<file path="src/rtl/legv8_hazard_pkg.sv">
// Shared types and constants for the LEGv8 hazard / forwarding controller.
package legv8_hazard_pkg;

   localparam logic [1:0] FWD_REGFILE = 2'b00;
   localparam logic [1:0] FWD_WB      = 2'b01;
   localparam logic [1:0] FWD_EXMEM   = 2'b10;
   localparam logic [4:0] XZR         = 5'd31;

   // Destination-register state tracked for one pipeline stage.
   typedef struct packed {
      logic       valid;
      logic [4:0] rd;
      logic       reg_write;
      logic       mem_read;
   } stage_shadow_t;

   // Forward-select for one source operand. The nearer producer (EX) wins
   // over the older one (MEM); XZR is never produced, so it never forwards.
   function automatic logic [1:0] fwd_select(input logic          used,
                                             input logic [4:0]    src,
                                             input stage_shadow_t ex,
                                             input stage_shadow_t mem);
      logic [1:0] sel;
      sel = FWD_REGFILE;
      if (used && (src != XZR)) begin
         if (ex.valid && ex.reg_write && (ex.rd == src)) begin
            sel = FWD_EXMEM;
         end else if (mem.valid && mem.reg_write && (mem.rd == src)) begin
            sel = FWD_WB;
         end
      end
      return sel;
   endfunction

endpackage

</file>
<file path="src/rtl/hazard_stage_reg.sv">
// One pipeline-stage shadow register: async reset, sync clear, else load.
module hazard_stage_reg
   import legv8_hazard_pkg::*;
(
   input  logic          clk,
   input  logic          reset,
   input  logic          clear_i,
   input  stage_shadow_t d_i,
   output stage_shadow_t q_o
);

   stage_shadow_t shadow_q;

   // Advance the shadow every edge; a clear turns the stage into a bubble.
   always_ff @(posedge clk or posedge reset) begin
      if (reset) begin
         shadow_q <= '0;
      end else if (clear_i) begin
         shadow_q <= '0;
      end else begin
         shadow_q <= d_i;
      end
   end

   assign q_o = shadow_q;

endmodule

</file>
<file path="src/rtl/hazard_forward_ctrl.sv">
// LEGv8 5-stage hazard controller: EX operand forwarding selects, load-use
// stall/bubble, taken-branch flushes and saturating performance counters.
module hazard_forward_ctrl
   import legv8_hazard_pkg::*;
#(
   parameter int CNT_W = 16
) (
   input  logic             clk,
   input  logic             reset,
   input  logic             id_valid,
   input  logic [4:0]       id_rn,
   input  logic             id_rn_used,
   input  logic [4:0]       id_rm,
   input  logic             id_rm_used,
   input  logic [4:0]       id_rd,
   input  logic             id_reg_write,
   input  logic             id_mem_read,
   input  logic             br_taken,
   output logic [1:0]       forward_a,
   output logic [1:0]       forward_b,
   output logic             stall,
   output logic             bubble_id_ex,
   output logic             flush_if_id,
   output logic             flush_id_ex,
   output logic             flush_ex_mem,
   output logic [CNT_W-1:0] stall_count,
   output logic [CNT_W-1:0] flush_count
);

   stage_shadow_t id_s;
   stage_shadow_t ex_q;
   stage_shadow_t mem_q;
   // The WB shadow is kept for debug visibility; no control path reads it,
   // because the MEM/WB select is decided while the producer is still in MEM.
   stage_shadow_t wb_shadow_unused;

   logic             load_use;
   logic             advance;
   logic [1:0]       fwd_a_d, fwd_a_q;
   logic [1:0]       fwd_b_d, fwd_b_q;
   logic [CNT_W-1:0] stall_cnt_d, stall_cnt_q;
   logic [CNT_W-1:0] flush_cnt_d, flush_cnt_q;

   assign id_s = '{valid: id_valid, rd: id_rd,
                   reg_write: id_reg_write, mem_read: id_mem_read};

   hazard_stage_reg u_ex_shadow (
      .clk     (clk),
      .reset   (reset),
      .clear_i (bubble_id_ex | flush_id_ex),
      .d_i     (id_s),
      .q_o     (ex_q)
   );

   hazard_stage_reg u_mem_shadow (
      .clk     (clk),
      .reset   (reset),
      .clear_i (flush_ex_mem),
      .d_i     (ex_q),
      .q_o     (mem_q)
   );

   hazard_stage_reg u_wb_shadow (
      .clk     (clk),
      .reset   (reset),
      .clear_i (1'b0),
      .d_i     (mem_q),
      .q_o     (wb_shadow_unused)
   );

   // Load-use detection, with the taken-branch flush overriding the stall.
   always_comb begin
      load_use = 1'b0;
      if (id_valid && ex_q.valid && ex_q.mem_read && (ex_q.rd != XZR)) begin
         load_use = (id_rn_used && (id_rn == ex_q.rd)) ||
                    (id_rm_used && (id_rm == ex_q.rd));
      end
      flush_if_id  = br_taken;
      flush_id_ex  = br_taken;
      flush_ex_mem = br_taken;
      stall        = load_use && !br_taken;
      bubble_id_ex = load_use && !br_taken;
   end

   // Next forward selects for the ID instruction; 00 if it will not enter EX.
   always_comb begin
      advance = id_valid && !bubble_id_ex && !flush_id_ex;
      fwd_a_d = FWD_REGFILE;
      fwd_b_d = FWD_REGFILE;
      if (advance) begin
         fwd_a_d = fwd_select(id_rn_used, id_rn, ex_q, mem_q);
         fwd_b_d = fwd_select(id_rm_used, id_rm, ex_q, mem_q);
      end
   end

   // Saturating counters: hold once all-ones.
   always_comb begin
      stall_cnt_d = stall_cnt_q;
      flush_cnt_d = flush_cnt_q;
      if (stall && (stall_cnt_q != '1)) begin
         stall_cnt_d = stall_cnt_q + 1'b1;
      end
      if (br_taken && (flush_cnt_q != '1)) begin
         flush_cnt_d = flush_cnt_q + 1'b1;
      end
   end

   // Register forward selects and counters.
   always_ff @(posedge clk or posedge reset) begin
      if (reset) begin
         fwd_a_q     <= FWD_REGFILE;
         fwd_b_q     <= FWD_REGFILE;
         stall_cnt_q <= '0;
         flush_cnt_q <= '0;
      end else begin
         fwd_a_q     <= fwd_a_d;
         fwd_b_q     <= fwd_b_d;
         stall_cnt_q <= stall_cnt_d;
         flush_cnt_q <= flush_cnt_d;
      end
   end

   assign forward_a   = fwd_a_q;
   assign forward_b   = fwd_b_q;
   assign stall_count = stall_cnt_q;
   assign flush_count = flush_cnt_q;

endmodule

</file>
<file path="config.mk">
export PLATFORM = sky130hd
export DESIGN_NAME = hazard_forward_ctrl
export DESIGN_NICKNAME = d
export VERILOG_FILES = /design/src/rtl/legv8_hazard_pkg.sv /design/src/rtl/hazard_stage_reg.sv /design/src/rtl/hazard_forward_ctrl.sv
export SDC_FILE = /design/constraint.sdc
export NUM_CORES = 1
export LEC_CHECK = 0
export BUFFER_PORTS_ARGS = -buffer_cell sky130_fd_sc_hd__buf_2
export CAP_MARGIN = 20
export CORE_MARGIN = 2
export CORE_UTILIZATION = 50
export CTS_BUF_LIST = sky130_fd_sc_hd__clkbuf_2
export CTS_CLUSTER_SIZE = 20
export DETAILED_ROUTE_END_ITERATION = 8
export PLACE_DENSITY = 0.77
export SYNTH_ARGS = -nofsm -noshare
export SYNTH_HDL_FRONTEND = slang
export SYNTH_SLANG_ARGS = --single-unit
</file>
<file path="constraint.sdc">
create_clock -name clk -period 1.7 [get_ports clk]
set_input_delay 0.34 -clock clk [delete_from_list [all_inputs] [get_ports clk]]
set_output_delay 0.34 -clock clk [all_outputs]
set_load 0.02 [all_outputs]
</file>
==> flow_summary.json, run 1 <==
{
  "status": "finished with violations",
  "violations": "setup timing",
  "core_area_sq_mm": 0.00482,
  "reg2reg_slack_ns": -0.27,
  "worstSetupPathDepth": 5,
  "path_delay_family": "flip-flops",
  "cts_num_sinks": 51,
  "synth_seq_cells": 51,
  "cp_num_buf_inv": 1,
  "cts_buffer_depth": 2,
  "syn_to_final_growth_pct": 38.4,
  "layout_common_cells": "61 x buf_2, 44 x dfrtp_1, 36 x buf_4, 31 x xnor2_1",
  "initial_utilization_pct": 52.9,
  "met2_length_mm": 3.09,
  "grt.total_usage_pct": 22.2,
  "final_common_cell": "buf_2",
  "slowest_stage": "dfrtp_1",
  "rows": 25,
  "skew_ns": 0.0215,
  "p_seq_share_pct": 52.2,
  "numCtsBuffers": 5,
  "grt-ovfl-total": 0,
  "post-route-period-util_pct": 127,
  "clkTransAtPathRegs_ns": 0.26,
  "wl_per_cell_microns": 14.6,
  "tightestPinTransition_ns": 0.413,
  "num_vias": 2195,
  "power_leakage_nw": 1.71,
  "cp-start-kind": "register",
  "timing.final.crit_period_ns": 2.16,
  "r2r-start": "u_ex_shadow.q_o[6]",
  "hold_viol_final": 0,
  "relSlewSlack_pct": 72.4,
  "worstSetupPathType": "register to output port",
  "antenna_left": 0,
  "drt_first_iter_violations": 115,
  "io_buffer_count": 63,
  "drive_gt1_share_pct": 45.2,
  "end_kind": "output port",
  "drv_cap": 0,
  "routed.top_layer": "met4",
  "place.gp.congestion": 0.886,
  "p_total_mw": 2.68,
  "crit_required_ns": 1.36,
  "tns_ns": -5.46,
  "finalSetupViolations": 29,
  "root_buffer": "clkbuf_2",
  "setup.worst_path.start": "u_ex_shadow.q_o[5]",
  "cp_max_fo": 3,
  "crit_arrival_ns": 1.82,
  "remaining_drc_errors": 0,
  "irDropWorstVdd_mv": 0.652,
  "reg2reg_to": "u_ex_shadow.q_o[4]",
  "dp_hpwl_mm": 4.14,
  "power.share.clock_pct": 23.5,
  "synth_area_sq_mm": 0.00255,
  "setup_ws_ns": -0.465,
  "grt_pass1_wl_mm": 9.64,
  "wl_met3_microns": 285,
  "firstDrtPassIters": 4,
  "p_per_area_mw_per_mm2": 760,
  "cts_tree": "yes",
  "antenna_found_initial": 0,
  "p_comb_share_pct": 24.3,
  "diodes": 0,
  "htreeDepth": 2,
  "p_sw_mw": 0.821,
  "drv_slew": 0,
  "wirelength_mm": 5.99,
  "hp-start": "id_rd[3]",
  "clock_latency_ns": 0.41,
  "drt-met1-wl_mm": 2.55,
  "p_sw_share_pct": 30.6,
  "cp-endpoint": "bubble_id_ex",
  "fin_util_pct": 73.2,
  "fmax_mhz": 462,
  "ios": 64,
  "crit_chain": "xor2_1, nor3_2, a32o_2, nor2b_4, buf_6",
  "rsz0062_at_grt": "true",
  "synth_nets": 262,
  "nets": 367,
  "ys_types": 34,
  "die_h_microns": 75.4,
  "hold_path_class": "primary input to register",
  "syn_inst": 237,
  "grt_pass1_vias": 2107,
  "seq_area_frac_synth_pct": 50.1,
  "p_int_mw": 1.86,
  "rr_worst_depth": 9,
  "dp_slack_ns": -0.170,
  "die-width_microns": 75.4,
  "crit_path_max_incr_delay_ns": 0.48,
  "syn_avg_cell_area_sq_um": 10.8,
  "dieArea_sq_mm": 0.00568,
  "yosys_warnings": 0,
  "via_per_inst": 5.35,
  "grt_max_degree": 52
}
-- state kept, by name, indices dropped and copies added, names as in the netlist --
register and cells:
flush_count 16, forward_a 2, forward_b 2, stall_count 16, u_mem_shadow.q_o 7, u_ex_shadow.q_o 8
-- timing repair --
item / in CTS / in global routing
pin swaps: 8 / 18
endpoints found under the hold margin: 51 / 0
buffers inserted: 2 / 6
gates resized for setup: 25 / 15
cloned: 1 / 0
hold buffers: 1 / 0
setup endpoints to repair: 20 / 32
-- worst min-delay path by stage --
stage | cells after the start | slack, ns | endpoint
after floorplan | 1 | 0.46 | u_mem_shadow.q_o[1]
after global placement | 3 | 0.40 | flush_count[8]
after detailed placement | 3 | 0.40 | flush_count[7]
after CTS | 2 | 0.10 | u_ex_shadow.q_o[5]
after global routing | 2 | 0.07 | u_ex_shadow.q_o[2]
final | 2 | 0.14 | u_ex_shadow.q_o[5]
-- power groups by stage --
stage                     sequential (mW)  combinational [mW]  clock (mW)
after floorplan                      1.52               0.244           0
after global placement               1.41               0.607           0
after detailed placement             1.42               0.625           0
after CTS                            1.40               0.645       0.652
after global routing                 1.42               0.718       0.710
final                                1.40               0.651       0.629
-- layer usage --
metal / GRT usage (%) / vias up
li1: - / 1041
met1: 30.2 / 1075
met2: 36.3 / 73
met3: 3.31 / 6
met4: 8.19 / 0
met5: 0 / -
-- through the flow --
step / std cells / hold slack [ns] / cell area [sq um]
floorplan: 237 / 0.455 / 2580
CTS: 405 / 0.102 / 3410
detailed placement: 393 / 0.404 / 3190
global placement: 393 / 0.398 / 3190
finish: 410 / 0.139 / 3530
global route: 410 / 0.0735 / 3530
-- cell families after synthesis --
family	Yosys count	synth area share [%]
AOI/OAI and AO/OA	11	3.68
DFF	51	50.1
and+or+nand+nor	109	24.8
xor gates and xnor gates	48	16.5
adders and majority gates	2	0.982
muxes	2	0.884
buffers and inverters	14	3.04
-- Yosys cell counts, drive strengths merged --
cell      n  area share, %
nor3      6            1.2
o211ai    1           0.29
mux2      2           0.88
inv       4           0.59
nor4      3            1.3
nor2      8            1.2
nand3    18            3.5
and4      3            1.0
o311ai    1           0.34
dfrtp    51             50
a2111oi   1           0.59
o211a     1           0.39
and3     15            3.9
buf       8            2.2
a32o      1           0.44
and2      1           0.25
a21oi     3           0.59
a41oi     1           0.34
clkbuf    2           0.29
or2       1           0.25
nand2    16            2.4
nand4    16            3.9
xor2     16            5.5
nor2b    12            2.9
nor3b     9            2.7
o2111ai   2           0.69
nand4b    1           0.34
ha        2           0.98
xnor2    32             11
-- area by class of cell --
type                            instances  area, sq um
Fill cell                             331         1290
Clock inverter                          3         42.5
Multi-Input combinational cell        172         1360
Timing Repair Buffer                  108          716
Inverter                                4         15.0
Tap cell                               67         83.8
Clock buffer                            5         25.0
Sequential cell                        51         1280
No activity file was read; power rests on OpenSTA's default activity.
==> inputs of run 2 (changes only) <==
Settings changed: SKIP_LAST_GASP set to 1.
==> flow_summary.json, run 2 (synthesis gave the netlist of run 1 again) <==
{
  "dieArea_sq_mm": 0.00568,
  "grt-ovfl-total": 0,
  "worstSetupPathType": "register to output port",
  "drive_gt1_share_pct": 45.1,
  "root_buffer": "clkbuf_2",
  "fin_cells": 411,
  "power_leakage_nw": 1.69,
  "place_area_sq_mm": 0.00319,
  "place.gp.congestion": 0.886,
  "setup.worst_path.start": "u_ex_shadow.q_o[5]",
  "numCtsBuffers": 5,
  "r2r-start": "u_ex_shadow.q_o[6]",
  "hold_path_class": "primary input to register",
  "layout_common_cells": "61 x buf_2, 43 x dfrtp_1, 37 x buf_4, 31 x xnor2_1",
  "clkTransAtPathRegs_ns": 0.26,
  "p_per_area_mw_per_mm2": 771,
  "io_buffer_count": 63,
  "drv_cap": 0,
  "rsz0062_at_grt": "true",
  "drv_slew": 0,
  "htreeDepth": 2,
  "initial_utilization_pct": 52.9,
  "fmax_mhz": 449,
  "end_kind": "output port",
  "remaining_drc_errors": 0,
  "wirelength_mm": 6.30,
  "via_per_inst": 5.47,
  "antenna_found_initial": 0,
  "clock_latency_ns": 0.43,
  "post-route-period-util_pct": 131,
  "grt.total_usage_pct": 22.1,
  "die-width_microns": 75.4,
  "final_common_cell": "buf_2",
  "grt_pass1_vias": 2119,
  "cts_tree": "yes",
  "place_inst": 393,
  "dp_hpwl_mm": 4.14,
  "grt_max_degree": 52,
  "crit_arrival_ns": 1.89,
  "status": "finished with violations",
  "antenna_left": 0,
  "diodes": 0,
  "finalSetupViolations": 30,
  "drt_first_iter_violations": 169,
  "ios": 64,
  "violations": "setup timing",
  "reg2reg_slack_ns": -0.24,
  "setup_ws_ns": -0.529,
  "wl_per_cell_microns": 15.3,
  "reg2reg_to": "stall_count[3]",
  "tightestPinTransition_ns": 0.402,
  "rows": 25,
  "finish.instance_area_sq_mm": 0.00351,
  "num_vias": 2249,
  "cts_num_sinks": 51,
  "dp_slack_ns": -0.170,
  "cp_max_fo": 3,
  "hold_viol_final": 0,
  "timing.final.crit_period_ns": 2.23,
  "cts_buffer_depth": 2,
  "irDropWorstVdd_mv": 0.670,
  "firstDrtPassIters": 4,
  "relSlewSlack_pct": 73.1,
  "cp-endpoint": "bubble_id_ex",
  "die_h_microns": 75.4,
  "core_area_sq_mm": 0.00482,
  "cp-start-kind": "register",
  "crit_required_ns": 1.36,
  "rr_worst_depth": 10,
  "nets": 368,
  "skew_ns": 0.0115,
  "syn_to_final_growth_pct": 37.8,
  "grt_pass1_wl_mm": 9.63
}
## run 2: worst min path at each step
stage / start / to / slack, ns / cells past startpoint
after floorplan: u_ex_shadow.q_o[1] / u_mem_shadow.q_o[1] / 0.46 / 1
after global placement: reset / flush_count[8] / 0.40 / 3
after detailed placement: reset / flush_count[7] / 0.40 / 3
after CTS: id_rd[1] / u_ex_shadow.q_o[3] / 0.09 / 2
after global routing: id_rd[0] / u_ex_shadow.q_o[2] / 0.07 / 2
final: id_rd[3] / u_ex_shadow.q_o[5] / 0.12 / 2
## run 2: worst max-delay path, stage by stage, from the launching register on
cell	delay [ns]
dfrtp_1	0.48
xor2_1	0.16
nor3_2	0.25
a32o_2	0.24
nor2b_4	0.19
buf_6	0.13
## run 2: timing repair
action	CTS	global route
endpoints found under the hold margin	51	0
gates cloned	1	1
hold buffers	1	0
setup endpoints to repair	20	32
pin swaps	8	15
buffers inserted	2	6
gates resized for setup	19	19
## run 2: cell type report
cell class                      instances  area (sq um)
Multi-Input combinational cell        173          1360
Fill cell                             340          1310
Sequential cell                        51          1290
Timing Repair Buffer                  108           703
Tap cell                               67          83.8
Clock inverter                          3          42.5
Clock buffer                            5          25.0
Inverter                                4          15.0
## run 2: metal layers
layer / wire (microns) / vias up / global-route usage (%)
met5: 0 / - / 0
met4: 83 / 0 / 8.19
met3: 348 / 13 / 3.31
met2: 3150 / 86 / 36.5
met1: 2720 / 1104 / 29.7
li1: - / 1046 / -
## run 2: where the power goes
group          switching, mW  leakage (nW)  internal, mW
Sequential            0.0920         0.674          1.31
Combinational          0.360         0.975         0.302
Clock                  0.396        0.0410         0.250
Total                  0.848          1.69          1.86
## run 2: through the flow
step / hold WS, ns / util [%] / power [mW] / TNS, ns
4_1_cts: 0.0893 / 70.3 / 2.69 / -1.95
6_report: 0.122 / 72.9 / 2.71 / -4.67
5_1_grt: 0.0678 / 72.9 / 2.86 / -6.73
3_3_place_gp: 0.398 / 66.3 / 2.02 / -0.959
2_1_floorplan: 0.455 / - / 1.76 / -0.427
3_5_place_dp: 0.404 / 66.3 / 2.04 / -1.50
